==> src/rtl/proc_pkg.sv <==
// rtl/proc_pkg.sv - shared processor types: loader states and default bus widths
package proc_pkg;
  localparam int DEFAULT_DATA_W = 8;
  localparam int DEFAULT_ADDR_W = 8;

  localparam logic [1:0] ST_LOAD = 2'd0;
  localparam logic [1:0] ST_FILL = 2'd1;
  localparam logic [1:0] ST_RUN  = 2'd2;

  typedef enum logic [1:0] {
    LOAD = ST_LOAD,
    FILL = ST_FILL,
    RUN  = ST_RUN
  } state_e;
endpackage

==> src/rtl/mem_array.sv <==
// rtl/mem_array.sv - DEPTH x DATA_W storage, one clocked write port, one combinational read port
module mem_array #(
  parameter int DATA_W = 8,
  parameter int ADDR_W = 8,
  parameter int DEPTH  = 256
) (
  input  logic              clk,
  input  logic              we,
  input  logic [ADDR_W-1:0] waddr,
  input  logic [DATA_W-1:0] wdata,
  input  logic [ADDR_W-1:0] raddr,
  output logic [DATA_W-1:0] rdata
);
  localparam int IDX_W = (DEPTH > 1) ? $clog2(DEPTH) : 1;

  logic [DATA_W-1:0] mem [DEPTH];

  // Callers guarantee waddr < DEPTH whenever we is high.
  always_ff @(posedge clk) begin
    if (we) begin
      mem[waddr[IDX_W-1:0]] <= wdata;
    end
  end

  always_comb begin
    rdata = '0;
    if (32'(raddr) < 32'(DEPTH)) begin
      rdata = mem[raddr[IDX_W-1:0]];
    end
  end
endmodule

==> src/rtl/proc_mem_loader.sv <==
// rtl/proc_mem_loader.sv - program/data memory with stream image loader, tail zero-fill
// and a write-protected low region; holds the processor in reset until the image is in.
module proc_mem_loader
  import proc_pkg::*;
#(
  parameter int DATA_W    = DEFAULT_DATA_W,
  parameter int ADDR_W    = DEFAULT_ADDR_W,
  parameter int DEPTH     = 256,
  parameter int PROT_TOP  = 0,
  parameter bit ZERO_FILL = 1'b1
) (
  input  logic              clk,
  input  logic              reset,
  input  logic              ld_valid,
  output logic              ld_ready,
  input  logic [DATA_W-1:0] ld_data,
  input  logic              ld_last,
  output logic              cpu_hold,
  output logic              load_done,
  input  logic [ADDR_W-1:0] mem_addr,
  input  logic [DATA_W-1:0] mem_wdata,
  input  logic              mem_write,
  output logic [DATA_W-1:0] mem_rdata,
  output logic              wr_fault,
  output logic [7:0]        fault_cnt
);
  localparam logic [ADDR_W-1:0] LAST = ADDR_W'(DEPTH - 1);

  state_e            state_q, state_d;
  logic [ADDR_W-1:0] ptr_q, ptr_d;
  logic              hold_q, hold_d;
  logic              wr_fault_q, wr_fault_d;
  logic [7:0]        fault_cnt_q, fault_cnt_d;

  logic              we;
  logic [ADDR_W-1:0] waddr;
  logic [DATA_W-1:0] wdata;
  logic              addr_ok;
  int                addr_i;

  assign ld_ready = !reset && (state_q == LOAD);
  assign addr_i   = 32'(mem_addr);
  assign addr_ok  = (addr_i >= PROT_TOP) && (addr_i < DEPTH);

  always_comb begin
    state_d     = state_q;
    ptr_d       = ptr_q;
    wr_fault_d  = 1'b0;
    fault_cnt_d = fault_cnt_q;
    we          = 1'b0;
    waddr       = ptr_q;
    wdata       = ld_data;
    case (state_q)
      LOAD: begin
        if (ld_valid && ld_ready) begin
          we = 1'b1;
          if (ld_last || ptr_q == LAST) begin
            if (ZERO_FILL && ptr_q != LAST) begin
              state_d = FILL;
              ptr_d   = ptr_q + 1'b1;
            end else begin
              state_d = RUN;
            end
          end else begin
            ptr_d = ptr_q + 1'b1;
          end
        end
      end
      FILL: begin
        we    = 1'b1;
        wdata = '0;
        if (ptr_q == LAST) begin
          state_d = RUN;
        end else begin
          ptr_d = ptr_q + 1'b1;
        end
      end
      RUN: begin
        waddr = mem_addr;
        wdata = mem_wdata;
        if (mem_write) begin
          if (addr_ok) begin
            we = 1'b1;
          end else begin
            wr_fault_d = 1'b1;
            if (fault_cnt_q != 8'hFF) begin
              fault_cnt_d = fault_cnt_q + 8'd1;
            end
          end
        end
      end
      default: state_d = LOAD;
    endcase
    // Reset must never disturb memory contents, so the write port is gated here.
    if (reset) begin
      we = 1'b0;
    end
    hold_d = (state_d != RUN);
  end

  always_ff @(posedge clk) begin
    if (reset) begin
      state_q     <= LOAD;
      ptr_q       <= '0;
      hold_q      <= 1'b1;
      wr_fault_q  <= 1'b0;
      fault_cnt_q <= 8'd0;
    end else begin
      state_q     <= state_d;
      ptr_q       <= ptr_d;
      hold_q      <= hold_d;
      wr_fault_q  <= wr_fault_d;
      fault_cnt_q <= fault_cnt_d;
    end
  end

  assign cpu_hold  = reset || hold_q;
  assign load_done = !cpu_hold;
  assign wr_fault  = wr_fault_q;
  assign fault_cnt = fault_cnt_q;

  mem_array #(
    .DATA_W(DATA_W),
    .ADDR_W(ADDR_W),
    .DEPTH (DEPTH)
  ) u_mem (
    .clk  (clk),
    .we   (we),
    .waddr(waddr),
    .wdata(wdata),
    .raddr(mem_addr),
    .rdata(mem_rdata)
  );
endmodule

==> config.mk <==
export PLATFORM = sky130hd
export DESIGN_NAME = proc_mem_loader
export DESIGN_NICKNAME = d
export VERILOG_FILES = /design/src/rtl/proc_pkg.sv /design/src/rtl/mem_array.sv /design/src/rtl/proc_mem_loader.sv
export SDC_FILE = /design/constraint.sdc
export NUM_CORES = 2
export LEC_CHECK = 0
export ABC_AREA = 1
export CORE_MARGIN = 2
export CORE_UTILIZATION = 25
export CTS_BUF_LIST = sky130_fd_sc_hd__clkbuf_4 sky130_fd_sc_hd__clkbuf_8
export DETAILED_ROUTE_END_ITERATION = 16
export HOLD_SLACK_MARGIN = 0.1
export PLACE_DENSITY = 0.4
export SLEW_MARGIN = 0
export SYNTH_ARGS = -nofsm -noshare
export SYNTH_HDL_FRONTEND = slang
export SYNTH_SLANG_ARGS = --single-unit
==> constraint.sdc <==
create_clock -name clk -period 16.03 [get_ports clk]
set_clock_uncertainty 0.05 [all_clocks]
set_input_delay 3.206 -clock clk [delete_from_list [all_inputs] [get_ports clk]]
set_output_delay 3.206 -clock clk [all_outputs]
set_load 0.01 [all_outputs]
==> flow_summary.json <==
{
  "status": "complete, but fails checks",
  "violations": "slew limit",
  "clock_latency_ns": 0.98,
  "clkTransAtPathRegs_ns": 0.06,
  "firstDrtPassIters": 7,
  "endpoint_kind": "primary output",
  "path_buf_inv": 5,
  "hold_path_startpoint": "ptr_q[4]$_SDFFE_PP0P_",
  "drtIter0Drc": 4694,
  "cts-root-buf": "clkbuf_8",
  "post_dp_cell_area_sq_um": 88800,
  "dp_slack_ns": 4.65,
  "dp_cells": 11292,
  "worst_pin_slew_ns": 1.70,
  "cp_max_fo": 117,
  "ctsHtreeMaxLevel": 5,
  "maxSlewHeadroom": -0.132,
  "maxCapViolCount": 0,
  "p_leak_uw": 0.0322,
  "cts_tree": "yes",
  "initial_utilization": 0.251,
  "drt-vias-per-instance": 4.61,
  "crit_top_cell": "nand3_1",
  "synth_area_sq_um": 84200,
  "power.density_nw_per_um2": 121,
  "cts.repair.resized": 0,
  "avgSynthCellArea_sq_um": 11.8,
  "drive_above_1_share": 0.0921,
  "slew_viol_final": 99,
  "finalInstanceArea_sq_um": 95500,
  "syn_inst": 7133,
  "synthArstFlopShare": 0,
  "synth_seq_cells": 2059,
  "die_y_microns": 584,
  "nets": 7181,
  "synth_edf_count": 2048,
  "period_share": 0.703,
  "die_area_sq_um": 341000,
  "reg2reg_from": "state_q[0]$_SDFF_PP0_",
  "setup_ws_ns": 4.76,
  "wl_per_cell_microns": 23.0,
  "vdd_drop_max_mv": 0.0666,
  "dp_hpwl_microns": 149000,
  "route.detailed.drc": 0,
  "crit_family": "buffers and inverters",
  "fillCellCount": 34632,
  "antenna_found_initial": 9,
  "multiInputGateArea_sq_um": 19800,
  "hold-worst-slack_ns": 0.457,
  "setup_violations": 0,
  "netlist_top_cells_count": "nand2_1 (2131), edfxtp_1 (2048), nand3_1 (2029)",
  "synth_area_leaders": "edfxtp_1 (73%), nand3_1 (12%), nand2_1 (9.5%)",
  "final_cells": 11920,
  "synthFlopType": "edfxtp_1",
  "yosysSeqAreaShare": 0.733,
  "setup_tns_ns": 0,
  "ys_types": 31,
  "max_freq_mhz": 88.7,
  "num_vias": 54923,
  "hold_path_class": "reg -> reg",
  "portBuffers": 39,
  "wl_microns": 274000,
  "grt_pass1_vias": 54261,
  "start_kind": "primary input",
  "yosysTopAreaCellShare": 0.730,
  "ant_nets": 0,
  "critPathArrivalTime_ns": 8.02,
  "max_stage_delay_ns": 0.61,
  "yosysMostFrequentCell": "nand2_1",
  "grt_max_degree": 195,
  "period_minus_slack_ns": 11.27,
  "grt_setup_unrepaired": "no",
  "cp-startpoint": "mem_addr[1]",
  "critPathKind": "in -> out",
  "core_sq_um": 336000,
  "cp_cell_sequence": "buf_8 -> inv_8 -> buf_12 -> buf_4 -> nand3_1 -> nand3_1 -> nand3_1 -> nand3_1 -> nand3_1 -> nand3_1 -> nand2_1 -> nand2_1 -> nand2_1 -> clkdlybuf4s50_1",
  "gp_congestion": 0.783,
  "clock_sinks": 2059,
  "syn_to_final_growth_pct": 13.4,
  "track_usage": 0.156,
  "io_pins": 49,
  "worstPathRequired_ns": 12.77,
  "core.rowCount": 213,
  "grt_overflow": 0,
  "clock_path_buffers": 4,
  "yosys_warnings": 0,
  "die_w_microns": 584,
  "synth_top_area_cell": "edfxtp_1",
  "grt_pass1_wl_microns": 395000,
  "regArea_sq_um": 61700,
  "hold_buffers": 0,
  "cts_made_buffers": 368,
  "hold_violations": 0,
  "post_cts_buffers": 0,
  "cp_slowest_cell": "clkdlybuf4s50_1"
}
-- path summary, 6_finish.rpt --
check	endpoint	slack, ns	cells after the start
max	mem_rdata[3]	4.76	14
min	ptr_q[4]$_SDFFE_PP0P_	0.46	1
max reg2reg	u_mem.mem[226][4]$_DFFE_PP_	11.14	7
min reg2reg	ptr_q[4]$_SDFFE_PP0P_	0.46	1
-- area by class of cell --
type	instances	area share
antenna	4	0.000105
timing repair buffer	132	0.0136
multi-input combinational	4526	0.208
clock inverter	135	0.00718
clock buffer	489	0.0632
tap	4515	0.0592
sequential	2059	0.646
inverter	60	0.00276
-- layer usage --
metal	track usage	vias up	wire (microns)
met5	0	-	13
met4	0.0451	2	7780
met3	0.0216	420	12500
met2	0.257	1429	130000
met1	0.214	27738	124000
li1	-	25334	-
-- state kept, by name, indices dropped and copies added, names as in the netlist --
name       count
u_mem.mem   2048
ptr_q          8
hold_q         1
state_q        2
-- cells in the final DEF (no fill, tap or decap), types with 11 or more instances in the layout --
master,count
clkbuf_8,378
nand3_1,2029
nand2_2,18
buf_12,16
nand2_1,2122
nor2_1,292
dfxtp_1,11
edfxtp_1,2048
clkinv_1,95
buf_4,78
clkbuf_4,111
inv_1,48
clkdlybuf4s50_1,33
clkinv_2,31
-- power by group --
part           leakage (uW)  switching, uW  internal (uW)  total, uW
Combinational        0.0101            664            164        828
Clock               0.00357           2180           2490       4670
Sequential           0.0185           1.80           6030       6030
-- metrics by stage --
stage / utilization / power, uW
floorplan: - / 6720
global placement: 0.264 / 6990
detailed placement: 0.264 / 6990
CTS: 0.284 / 11700
global route: 0.284 / 11900
finish: 0.284 / 11500
-- cell families after synthesis --
family / after synthesis / share of synthesized area
AOI/OAI and AO/OA: 35 / 0.00248
buffers and inverters: 556 / 0.0331
other: 1 / 0.0000445
and+or+nand+nor: 4476 / 0.231
xor gates and xnor gates: 1 / 0.000104
adders and majority gates: 5 / 0.000743
DFF: 2059 / 0.733
(Power assumes the default switching activity.)
